$ cat config.mk
export PLATFORM = sky130hd
export DESIGN_NAME = muldiv_unit_flat
export DESIGN_NICKNAME = d
export VERILOG_FILES = /design/src/rtl/muldiv_if.sv /design/src/rtl/muldiv_unit.sv /design/src/flat_wrapper.sv
export SDC_FILE = /design/constraint.sdc
export NUM_CORES = 1
export LEC_CHECK = 0
export CAP_MARGIN = 15
export CORE_MARGIN = 10
export CORE_UTILIZATION = 50
export CTS_BUF_LIST = sky130_fd_sc_hd__clkbuf_4 sky130_fd_sc_hd__clkbuf_8
export DETAILED_ROUTE_END_ITERATION = 12
export PLACE_DENSITY_LB_ADDON = 0.15
export SYNTH_ARGS = -nofsm -noshare
export SYNTH_HDL_FRONTEND = slang
export SYNTH_SLANG_ARGS = --single-unit
$ cat constraint.sdc
create_clock -name clk_i -period 6.45 [get_ports clk_i]
set_input_delay 0.645 -clock clk_i [delete_from_list [all_inputs] [get_ports clk_i]]
set_output_delay 0.645 -clock clk_i [all_outputs]
set_load 0.02 [all_outputs]
$ cat src/rtl/muldiv_if.sv
// Request/response bundle between the execute stage and the iterative
// multiply/divide unit.
interface muldiv_if #(
  parameter int unsigned XLEN = 32
);
  logic            start_i;
  logic [2:0]      op_i;
  logic [XLEN-1:0] src1_i;
  logic [XLEN-1:0] src2_i;
  logic            flush_i;
  logic            busy_o;
  logic            done_o;
  logic [XLEN-1:0] result_o;

  modport master (
    output start_i, op_i, src1_i, src2_i, flush_i,
    input  busy_o, done_o, result_o
  );

  modport slave (
    input  start_i, op_i, src1_i, src2_i, flush_i,
    output busy_o, done_o, result_o
  );
endinterface

$ cat src/rtl/muldiv_unit.sv
// Iterative RV32M multiply/divide: radix-2 shift-add multiply and restoring
// divide on operand magnitudes, with sign correction applied on completion.
module muldiv_unit #(
  parameter int unsigned XLEN = 32
) (
  input  logic     clk_i,
  input  logic     rst_i,
  muldiv_if.slave  bus
);
  localparam int unsigned CNT_W = $clog2(XLEN) + 1;
  localparam logic [XLEN-1:0] MIN_VAL = {1'b1, {(XLEN-1){1'b0}}};

  typedef enum logic [1:0] {IDLE, CALC, FINISH} state_t;

  state_t            state, state_nxt;
  logic [CNT_W-1:0]  cnt;
  logic [2:0]        op_q;
  logic              neg_q, neg_r;
  logic [XLEN-1:0]   b_q;
  logic [2*XLEN-1:0] acc, acc_nxt, acc_mul, acc_div, full;
  logic [XLEN-1:0]   result_q, res_nxt, special_res, abs1, abs2, quo, rem;
  logic [XLEN:0]     sum, r_sh, diff;
  logic              s1_signed, s2_signed, s1_neg, s2_neg;
  logic              div_zero, div_ovf, special, accept, ge;

  assign bus.busy_o   = (state == CALC);
  assign bus.done_o   = (state == FINISH);
  assign bus.result_o = result_q;

  // Operand decode and the single-cycle special cases, evaluated at accept.
  always_comb begin
    s1_signed = 1'b0;
    s2_signed = 1'b0;
    case (bus.op_i)
      3'b001, 3'b100, 3'b110: begin s1_signed = 1'b1; s2_signed = 1'b1; end
      3'b010:                 s1_signed = 1'b1;
      default: ;
    endcase
    s1_neg   = s1_signed & bus.src1_i[XLEN-1];
    s2_neg   = s2_signed & bus.src2_i[XLEN-1];
    abs1     = s1_neg ? -bus.src1_i : bus.src1_i;
    abs2     = s2_neg ? -bus.src2_i : bus.src2_i;
    div_zero = bus.op_i[2] && (bus.src2_i == '0);
    div_ovf  = bus.op_i[2] && !bus.op_i[0] && (bus.src1_i == MIN_VAL) && (bus.src2_i == '1);
    special  = div_zero || div_ovf;
    if (div_zero) special_res = bus.op_i[1] ? bus.src1_i : '1;
    else          special_res = bus.op_i[1] ? '0 : bus.src1_i;
    accept   = (state == IDLE) && bus.start_i && !bus.flush_i;
  end

  // One iteration; acc holds {product} for multiply and {rem, quo} for divide.
  always_comb begin
    sum     = {1'b0, acc[2*XLEN-1:XLEN]} + (acc[0] ? {1'b0, b_q} : '0);
    acc_mul = {sum, acc[XLEN-1:1]};
    r_sh    = acc[2*XLEN-1:XLEN-1];
    diff    = r_sh - {1'b0, b_q};
    ge      = (r_sh >= {1'b0, b_q});
    acc_div = {(ge ? diff[XLEN-1:0] : r_sh[XLEN-1:0]), acc[XLEN-2:0], ge};
    acc_nxt = op_q[2] ? acc_div : acc_mul;
  end

  // Final result is taken from the last iteration's output so it can be
  // registered on the same edge that enters FINISH.
  always_comb begin
    full = neg_q ? -acc_nxt : acc_nxt;
    quo  = acc_nxt[XLEN-1:0];
    rem  = acc_nxt[2*XLEN-1:XLEN];
    case (op_q)
      3'b000:                 res_nxt = full[XLEN-1:0];
      3'b001, 3'b010, 3'b011: res_nxt = full[2*XLEN-1:XLEN];
      3'b100, 3'b101:         res_nxt = neg_q ? -quo : quo;
      default:                res_nxt = neg_r ? -rem : rem;
    endcase
  end

  always_comb begin
    state_nxt = state;
    case (state)
      IDLE:    if (accept) state_nxt = special ? FINISH : CALC;
      CALC:    if (cnt == CNT_W'(1)) state_nxt = FINISH;
      FINISH:  state_nxt = IDLE;
      default: state_nxt = IDLE;
    endcase
    if (bus.flush_i) state_nxt = IDLE;
  end

  always_ff @(posedge clk_i or posedge rst_i) begin
    if (rst_i) state <= IDLE;
    else       state <= state_nxt;
  end

  always_ff @(posedge clk_i or posedge rst_i) begin
    if (rst_i) begin
      cnt      <= '0;
      op_q     <= '0;
      neg_q    <= 1'b0;
      neg_r    <= 1'b0;
      b_q      <= '0;
      acc      <= '0;
      result_q <= '0;
    end else if (accept) begin
      cnt   <= CNT_W'(XLEN);
      op_q  <= bus.op_i;
      neg_q <= s1_neg ^ s2_neg;
      neg_r <= s1_neg;
      b_q   <= abs2;
      acc   <= {{XLEN{1'b0}}, abs1};
      if (special) result_q <= special_res;
    end else if (bus.flush_i) begin
      cnt <= '0;
    end else if (state == CALC) begin
      acc <= acc_nxt;
      cnt <= cnt - 1'b1;
      if (cnt == CNT_W'(1)) result_q <= res_nxt;
    end
  end
endmodule

$ cat src/flat_wrapper.sv
// flat-port wrapper written by rule: the top's interface ports become plain ports
module muldiv_unit_flat 
#(
  parameter int unsigned XLEN = 32
)
  (clk_i, rst_i, bus_start_i, bus_op_i, bus_src1_i, bus_src2_i, bus_flush_i, bus_busy_o, bus_done_o, bus_result_o);
  muldiv_if #(.XLEN(XLEN)) bus_i ();
  input  logic clk_i;
  input  logic rst_i;
  input wire logic [$bits(bus_i.start_i)-1:0] bus_start_i;
  input wire logic [$bits(bus_i.op_i)-1:0] bus_op_i;
  input wire logic [$bits(bus_i.src1_i)-1:0] bus_src1_i;
  input wire logic [$bits(bus_i.src2_i)-1:0] bus_src2_i;
  input wire logic [$bits(bus_i.flush_i)-1:0] bus_flush_i;
  output wire logic [$bits(bus_i.busy_o)-1:0] bus_busy_o;
  output wire logic [$bits(bus_i.done_o)-1:0] bus_done_o;
  output wire logic [$bits(bus_i.result_o)-1:0] bus_result_o;
  assign bus_i.start_i = bus_start_i;
  assign bus_i.op_i = bus_op_i;
  assign bus_i.src1_i = bus_src1_i;
  assign bus_i.src2_i = bus_src2_i;
  assign bus_i.flush_i = bus_flush_i;
  assign bus_busy_o = bus_i.busy_o;
  assign bus_done_o = bus_i.done_o;
  assign bus_result_o = bus_i.result_o;
  muldiv_unit #(.XLEN(XLEN)) u_core (.clk_i(clk_i), .rst_i(rst_i), .bus(bus_i));
endmodule
Word level (Yosys, flattened, before mapping). Cells that the tools add are included.

Eq/ne operators: 18. Add/sub/neg operators: 8. Shift operators: 0. $mul: 0. Mux-type cells: 30. Bitwise logic cells: 3. $lt $le $gt $ge: 1. Reduce and logical (&&, ||, !) cells: 22. Divide/modulo/power cells: 0.

Operators by type and width (number): 2-to-1 mux 32 bit (14); 2-to-1 mux 64 bit (5); negation 32 bit (4); one-hot mux 32 bit (3 select lines) (1); == test 32 bit, second input constant (2); negation 64 bit (1); adder 32 x 32 -> 33 bit (1); greater-or-equal comparator 33 x 32 -> 1 bit (1); zero test 32 bit (1); subtractor 32 bit (1); 2-to-1 mux 6 bit (3); == test 3 bit, second input constant (4); == test 3 x 2 -> 1 bit, second input constant (3); 2-to-1 mux 2 bit (4); == test 3 x 1 -> 1 bit, second input constant (2); == test 6 x 1 -> 1 bit, second input constant (1); logical AND 1 bit (6); inequality test 3 x 2 -> 1 bit, second input constant (2); OR reduction 3 bit (2); subtractor 6 x 1 -> 6 bit, second input constant (1); inequality test 2 x 1 -> 1 bit, second input constant (2); one-hot mux 2 bit (2 select lines) (1); AND reduction 2 bit (2); AND reduction 4 bit (1); 13 further kinds (17).

Bits in writable memories: 0. Bits in latches: 0. Output and inout bits: 34. Logic and storage cells: 90. Bits in registers: 141. Memories: 0. ROM bits: 0. Bits of input ports: 71.

Longest topological paths before layout.
Word-level depth: 10. Depth in mapped cells: 23. Mapped depth without buffers: 20.

Worst setup path before layout. OpenSTA, ideal clock, no wires.

Kind: register to register. Start point: reg u_core.acc[34]. End point: reg u_core.result_q[22], in the netlist u_core.bus.result_o[22]. Library setup time: 77 ps. Setup slack: 1613 ps. Data required time: 6373 ps. Period minus slack after synthesis: 4837 ps. Arrival time: 4760 ps. Buffers on the path: 2. Cell stages (with the launch flop): 21. Cells stage by stage: dfrtp_1 ha_1 a21o_1 a21oi_1 a21oi_4 o31ai_4 a31o_2 buf_6 buf_2 nor2_1 a21oi_1 ha_1 nand4_1 or3_1 or3_1 or2_1 nor4_1 a21o_1 xor2_1 a22oi_1 a21oi_1.

Longest elaborated chain between the ends: 10. Elaborated cells on any way between the ends: 16. Those cells by class: add/sub (5); order compare (1); mux (10).

RTL lines: start: declaration (line muldiv_unit.sv:20) `logic [2*XLEN-1:0] acc, acc_nxt, acc_mul, acc_div, full;`; start signal: assignment (line muldiv_unit.sv:107) `acc <= {{XLEN{1'b0}}, abs1};`; start signal: assignment (line muldiv_unit.sv:112) `acc <= acc_nxt;`; subtractor 32 bit or greater-or-equal comparator 33 x 32 -> 1 bit (tied branches) (line muldiv_unit.sv:56, muldiv_unit.sv:57); 2-to-1 mux 32 bit (line muldiv_unit.sv:58) `acc_div = {(ge ? diff[XLEN-1:0] : r_sh[XLEN-1:0]), acc[XLEN-2:0], ge};`; 2-to-1 mux 64 bit * (line muldiv_unit.sv:59) `acc_nxt = op_q[2] ? acc_div : acc_mul;`; negation 64 bit or negation 32 bit (tied branches) (line muldiv_unit.sv:65, muldiv_unit.sv:72); 2-to-1 mux 64 bit or 2-to-1 mux 32 bit (tied branches) (line muldiv_unit.sv:65, muldiv_unit.sv:72); one-hot mux 32 bit (3 select lines) * (line muldiv_unit.sv:68) `case (op_q)`; 2-to-1 mux 32 bit * (line muldiv_unit.sv:114) `if (cnt == CNT_W'(1)) result_q <= res_nxt;`; 2-to-1 mux 32 bit * (line muldiv_unit.sv:111) `end else if (state == CALC) begin`; 2-to-1 mux 32 bit * (line muldiv_unit.sv:109) `end else if (bus.flush_i) begin`; 2-to-1 mux 32 bit * (line muldiv_unit.sv:101) `end else if (accept) begin`; end signal: assignment (line muldiv_unit.sv:108) `if (special) result_q <= special_res;`; end signal: assignment (line muldiv_unit.sv:114); end: declaration (line muldiv_unit.sv:21) `logic [XLEN-1:0] result_q, res_nxt, special_res, abs1, abs2, quo, rem;`.

Every way passes the cells marked *; elsewhere a longest branch is shown, timed or not. The select of a mux whose other input is x is not followed. A chain may end at the register's enable or synchronous reset.

Worst setup path in the final report.
Start point: reg u_core.acc[0]. End point: reg u_core.result_q[27], in the netlist u_core.bus.result_o[27].

Longest elaborated chain between the ends: 10. Elaborated cells on any way between the ends: 14. Those cells by class: add/sub (4); mux (10).

RTL lines: 2-to-1 mux 32 bit (line muldiv_unit.sv:53) `sum = {1'b0, acc[2*XLEN-1:XLEN]} + (acc[0] ? {1'b0, b_q} : '0);`; adder 32 x 32 -> 33 bit (line muldiv_unit.sv:53); 2-to-1 mux 64 bit * (line muldiv_unit.sv:59); negation 64 bit or negation 32 bit (tied branches) (line muldiv_unit.sv:65, muldiv_unit.sv:72); 2-to-1 mux 64 bit or 2-to-1 mux 32 bit (tied branches) (line muldiv_unit.sv:65, muldiv_unit.sv:72); one-hot mux 32 bit (3 select lines) * (line muldiv_unit.sv:68); 2-to-1 mux 32 bit * (line muldiv_unit.sv:114); 2-to-1 mux 32 bit * (line muldiv_unit.sv:111); 2-to-1 mux 32 bit * (line muldiv_unit.sv:109); 2-to-1 mux 32 bit * (line muldiv_unit.sv:101).

Marks and branches as above.

==> impl_metrics.py <==
metrics = {
    "drt": {
        "drc": 0,
        "vias": 16900,
        "drtAntennaViolNets": 0,
        "drt-total-wl_mm": 63.0,
        "vias_per_cell": 6.65,
        "drt_iter0_drc": 1870,
        "dr.pass1.iters": 6,
        "wl_per_cell_um": 24.8,
    },
    "min_path": {
        "min_from": "u_core.bus.result_o[1]$_DFFE_PP0P_",
        "hold_class": "reg -> reg",
        "min_to": "u_core.bus.result_o[1]$_DFFE_PP0P_",
        "min_path_cells": 2,
    },
    "placement": {
        "routabilityCongestion": 0.996,
        "dp.cells": 2505,
        "port_buffers": 104,
        "dp_hpwl_mm": 48.4,
    },
    "flow_run": {
        "drv_cap": 0,
    },
    "power_and_ir_drop": {
        "p_sw_mw": 5.58,
        "p_leak_nw": 7.12,
        "p_per_area_nw_per_um2": 562,
        "peakVddDrop_uv": 387,
        "p_clk_share_pct": 7.4,
        "power.internal_mw": 4.18,
        "seqPwrFrac_pct": 18.1,
        "combPwrFrac_pct": 74.5,
        "switching_share_pct": 57.2,
    },
    "yosys": {
        "yosysSeqAreaShare_pct": 22.6,
        "async_flop_share_pct": 100,
        "netlist_area_um2": 15600,
        "synth_ff_type": "dfrtp_1",
        "avgSynthCellArea_um2": 7.47,
        "synth-xor-area-share_pct": 9.64,
        "syn_inst": 2093,
        "synth_compound_area_share_pct": 29.4,
        "ys_seq_elements": 141,
        "synth_edf_count": 0,
        "yosys-mux-area-fraction_pct": 3.12,
        "synth_warnings": 0,
        "synth_top_family_by_area": "compound AO/OA/AOI/OAI gates",
        "syn_nets": 2237,
        "ys_types": 100,
        "synthAdderAreaFrac_pct": 7.48,
        "synth-simple-area-share_pct": 22.8,
    },
    "critical_path": {
        "required_ns": 6.85,
        "r2r-end": "u_core.bus.result_o[27]$_DFFE_PP0P_",
        "path_max_fanout": 34,
        "crit_path_end_kind": "flip-flop",
        "reg2regPathDepth": 17,
        "r2r_start": "u_core.acc[0]$_DFFE_PP0P_",
        "reg2reg_slack_ns": 0.45,
        "arrival_ns": 6.40,
        "crit_type": "reg -> reg",
        "worstSetupStartpointType": "flip-flop",
    },
    "sta": {
        "finalCritPeriodShare_pct": 93.1,
        "rsz0062_at_grt": "no",
        "clock.fmax_mhz": 167,
        "finClkSkew_ns": 0.0165,
        "slew_headroom_pct": 18.2,
        "setup_viol": 0,
        "hold_viol": 0,
        "setup_tns_ns": 0,
        "tightest_slew_ns": 1.22,
        "final_max_slew_viol_count": 0,
        "post-route-min-period_ns": 6.00,
    },
    "global_route": {
        "grt_pass1_vias": 15900,
        "grt_use_total_pct": 31.8,
        "grt_max_degree": 92,
        "antenna_found_initial": 4,
        "grt_first_pass_wirelength_mm": 96.0,
        "grt-ovfl-total": 0,
    },
    "clocking": {
        "tritoncts": "yes",
        "htreeDepth": 4,
        "cts_resized": 0,
        "root_buffer": "clkbuf_8",
        "postCtsHoldBufs": 0,
        "cts.path.max_buffers": 2,
        "cts_buffers": 17,
        "postCtsSetupRepairBufs": 0,
        "clkTransAtPathRegs_ns": 0.10,
        "clock-sinks": 141,
        "worstSkewPairLatency_ns": 0.51,
    },
    "finish": {
        "drive_gt1_share_pct": 6.45,
        "final_common_cell": "nand2_1",
        "fin_cells": 2538,
        "final_cell_mix": "nand2_1 (279), o21ai_0 (240), a21oi_1 (148), dfrtp_1 (140), nor2_1 (129)",
        "final_util_pct": 56.4,
        "final_nets": 2272,
        "area_growth_pct": 11.0,
    },
    "floorplan": {
        "die-area_um2": 38700,
        "rows": 64,
        "die_x_um": 197,
        "chipHeight_um": 197,
        "io_pins": 105,
        "core_um2": 30700,
        "start_util_pct": 50.8,
    },
    "status": {
        "outcome": "finished, final reports clean",
    },
}
## power groups by stage
stage / logic (mW) / registers (mW) / clock network, mW
global placement: 7.04 / 1.74 / 0
CTS: 7.09 / 1.74 / 0.732
global route: 7.80 / 1.80 / 0.763
finish: 7.27 / 1.76 / 0.727
floorplan: 4.83 / 1.63 / 0
detailed placement: 7.05 / 1.75 / 0
## state kept, by name, indices dropped and copies added (netlist names)
name and cells:
u_core.neg_r 1, u_core.acc 64, u_core.b_q 32, u_core.cnt 6, u_core.bus.result_o 32, u_core.op_q 3, u_core.state 2, u_core.neg_q 1
## logic make-up (layout without fill, tap and decap cells)
group | after synthesis | in the layout
flip-flops | 141 | 141
AND/OR/NAND/NOR | 732 | 732
AO/OA/AOI/OAI | 709 | 709
other | 0 | 1
multiplexers | 46 | 46
adder cells (fa/ha/maj) | 97 | 97
XOR/XNOR | 172 | 172
buffers and inverters | 196 | 244
## layout make-up
type | instances | area (um^2)
diodes | 1 | 2.50
multi-input cells | 1756 | 11400
well taps | 396 | 495
clock inverters | 12 | 96.3
fillers | 3039 | 13400
clock buffers | 20 | 269
inverters | 71 | 272
repair buffers | 141 | 1320
flip-flops and latches | 141 | 3530
## synth_stat cells (9+ instances only)
| library cell | number | area share (%) |
|---|---|---|
| a211oi_1 | 20 | 0.96 |
| a22o_1 | 15 | 0.84 |
| or3_1 | 31 | 1.2 |
| dfrtp_1 | 141 | 23 |
| mux2_2 | 12 | 0.86 |
| or2_2 | 13 | 0.52 |
| mux2i_1 | 33 | 2.1 |
| nand3_1 | 46 | 1.5 |
| buf_1 | 14 | 0.34 |
| o21bai_1 | 9 | 0.43 |
| a221oi_1 | 18 | 1.0 |
| a21oi_1 | 148 | 4.7 |
| nor3_1 | 51 | 1.6 |
| a31oi_1 | 17 | 0.68 |
| o22ai_1 | 10 | 0.40 |
| xor2_1 | 87 | 4.9 |
| and2_1 | 39 | 1.6 |
| o211ai_1 | 14 | 0.67 |
| maj3_1 | 24 | 1.5 |
| clkbuf_1 | 96 | 2.3 |
| inv_1 | 71 | 1.7 |
| nand2_1 | 279 | 6.7 |
| o41ai_1 | 14 | 0.78 |
| buf_2 | 12 | 0.38 |
| nor2_1 | 129 | 3.1 |
| nand2b_1 | 15 | 0.60 |
| o31ai_1 | 36 | 1.7 |
| nand4_1 | 27 | 1.1 |
| a21o_1 | 34 | 1.6 |
| or4_1 | 17 | 0.82 |
| xnor2_1 | 85 | 4.8 |
| ha_1 | 71 | 5.7 |
| o21a_1 | 18 | 0.86 |
| and3_1 | 17 | 0.68 |
| o21ai_0 | 240 | 7.7 |
| nor4_1 | 21 | 0.84 |
| o21ai_1 | 14 | 0.45 |
## worst max-delay path by stage
stage | slack, ns | endpoint | start
2_1_floorplan | 1.61 | u_core.bus.result_o[22]$_DFFE_PP0P_ | u_core.acc[34]$_DFFE_PP0P_
3_3_place_gp | 0.61 | u_core.bus.result_o[27]$_DFFE_PP0P_ | u_core.acc[0]$_DFFE_PP0P_
3_5_place_dp | 0.58 | u_core.bus.result_o[27]$_DFFE_PP0P_ | u_core.acc[0]$_DFFE_PP0P_
4_1_cts | 0.58 | u_core.bus.result_o[27]$_DFFE_PP0P_ | u_core.acc[0]$_DFFE_PP0P_
5_1_grt | 0.21 | u_core.bus.result_o[29]$_DFFE_PP0P_ | u_core.acc[0]$_DFFE_PP0P_
6_report | 0.45 | u_core.bus.result_o[27]$_DFFE_PP0P_ | u_core.acc[0]$_DFFE_PP0P_
## per-stage QoR
step	hold slack, ns	instance area, um^2	setup slack (ns)	power [mW]
2_1_floorplan	0.463	15600	1.61	6.45
3_3_place_gp	0.463	17000	0.613	8.78
3_5_place_dp	0.477	17000	0.579	8.81
4_1_cts	0.499	17300	0.579	9.55
5_1_grt	0.544	17300	0.213	10.4
6_report	0.497	17300	0.446	9.76
## critical path: stages, from the launching register on
cell       delay, ns
dfrtp_1         1.14
and2_1          0.27
ha_1            0.19
inv_1           0.06
fa_1            0.39
nand2b_1        0.17
a211oi_1        0.50
o2111ai_1       0.43
a211oi_1        0.33
nor3_1          0.09
mux2i_1         0.16
o221ai_1        0.37
a21boi_2        0.40
nand3_2         0.26
or4_1           0.60
nand3_1         0.12
o311ai_1        0.10
a221o_1         0.32
## metal layers
metal	vias up	part of all wire (%)	wire length, um	global-route usage [%]
met5	-	0.017	11	0
met4	2	3.4	2140	11.5
met3	123	10	6530	7.26
met2	859	43	27300	48.0
met1	8132	43	27000	43.6
li1	7751	-	-	-
No activity file was read; power rests on OpenSTA's default activity.
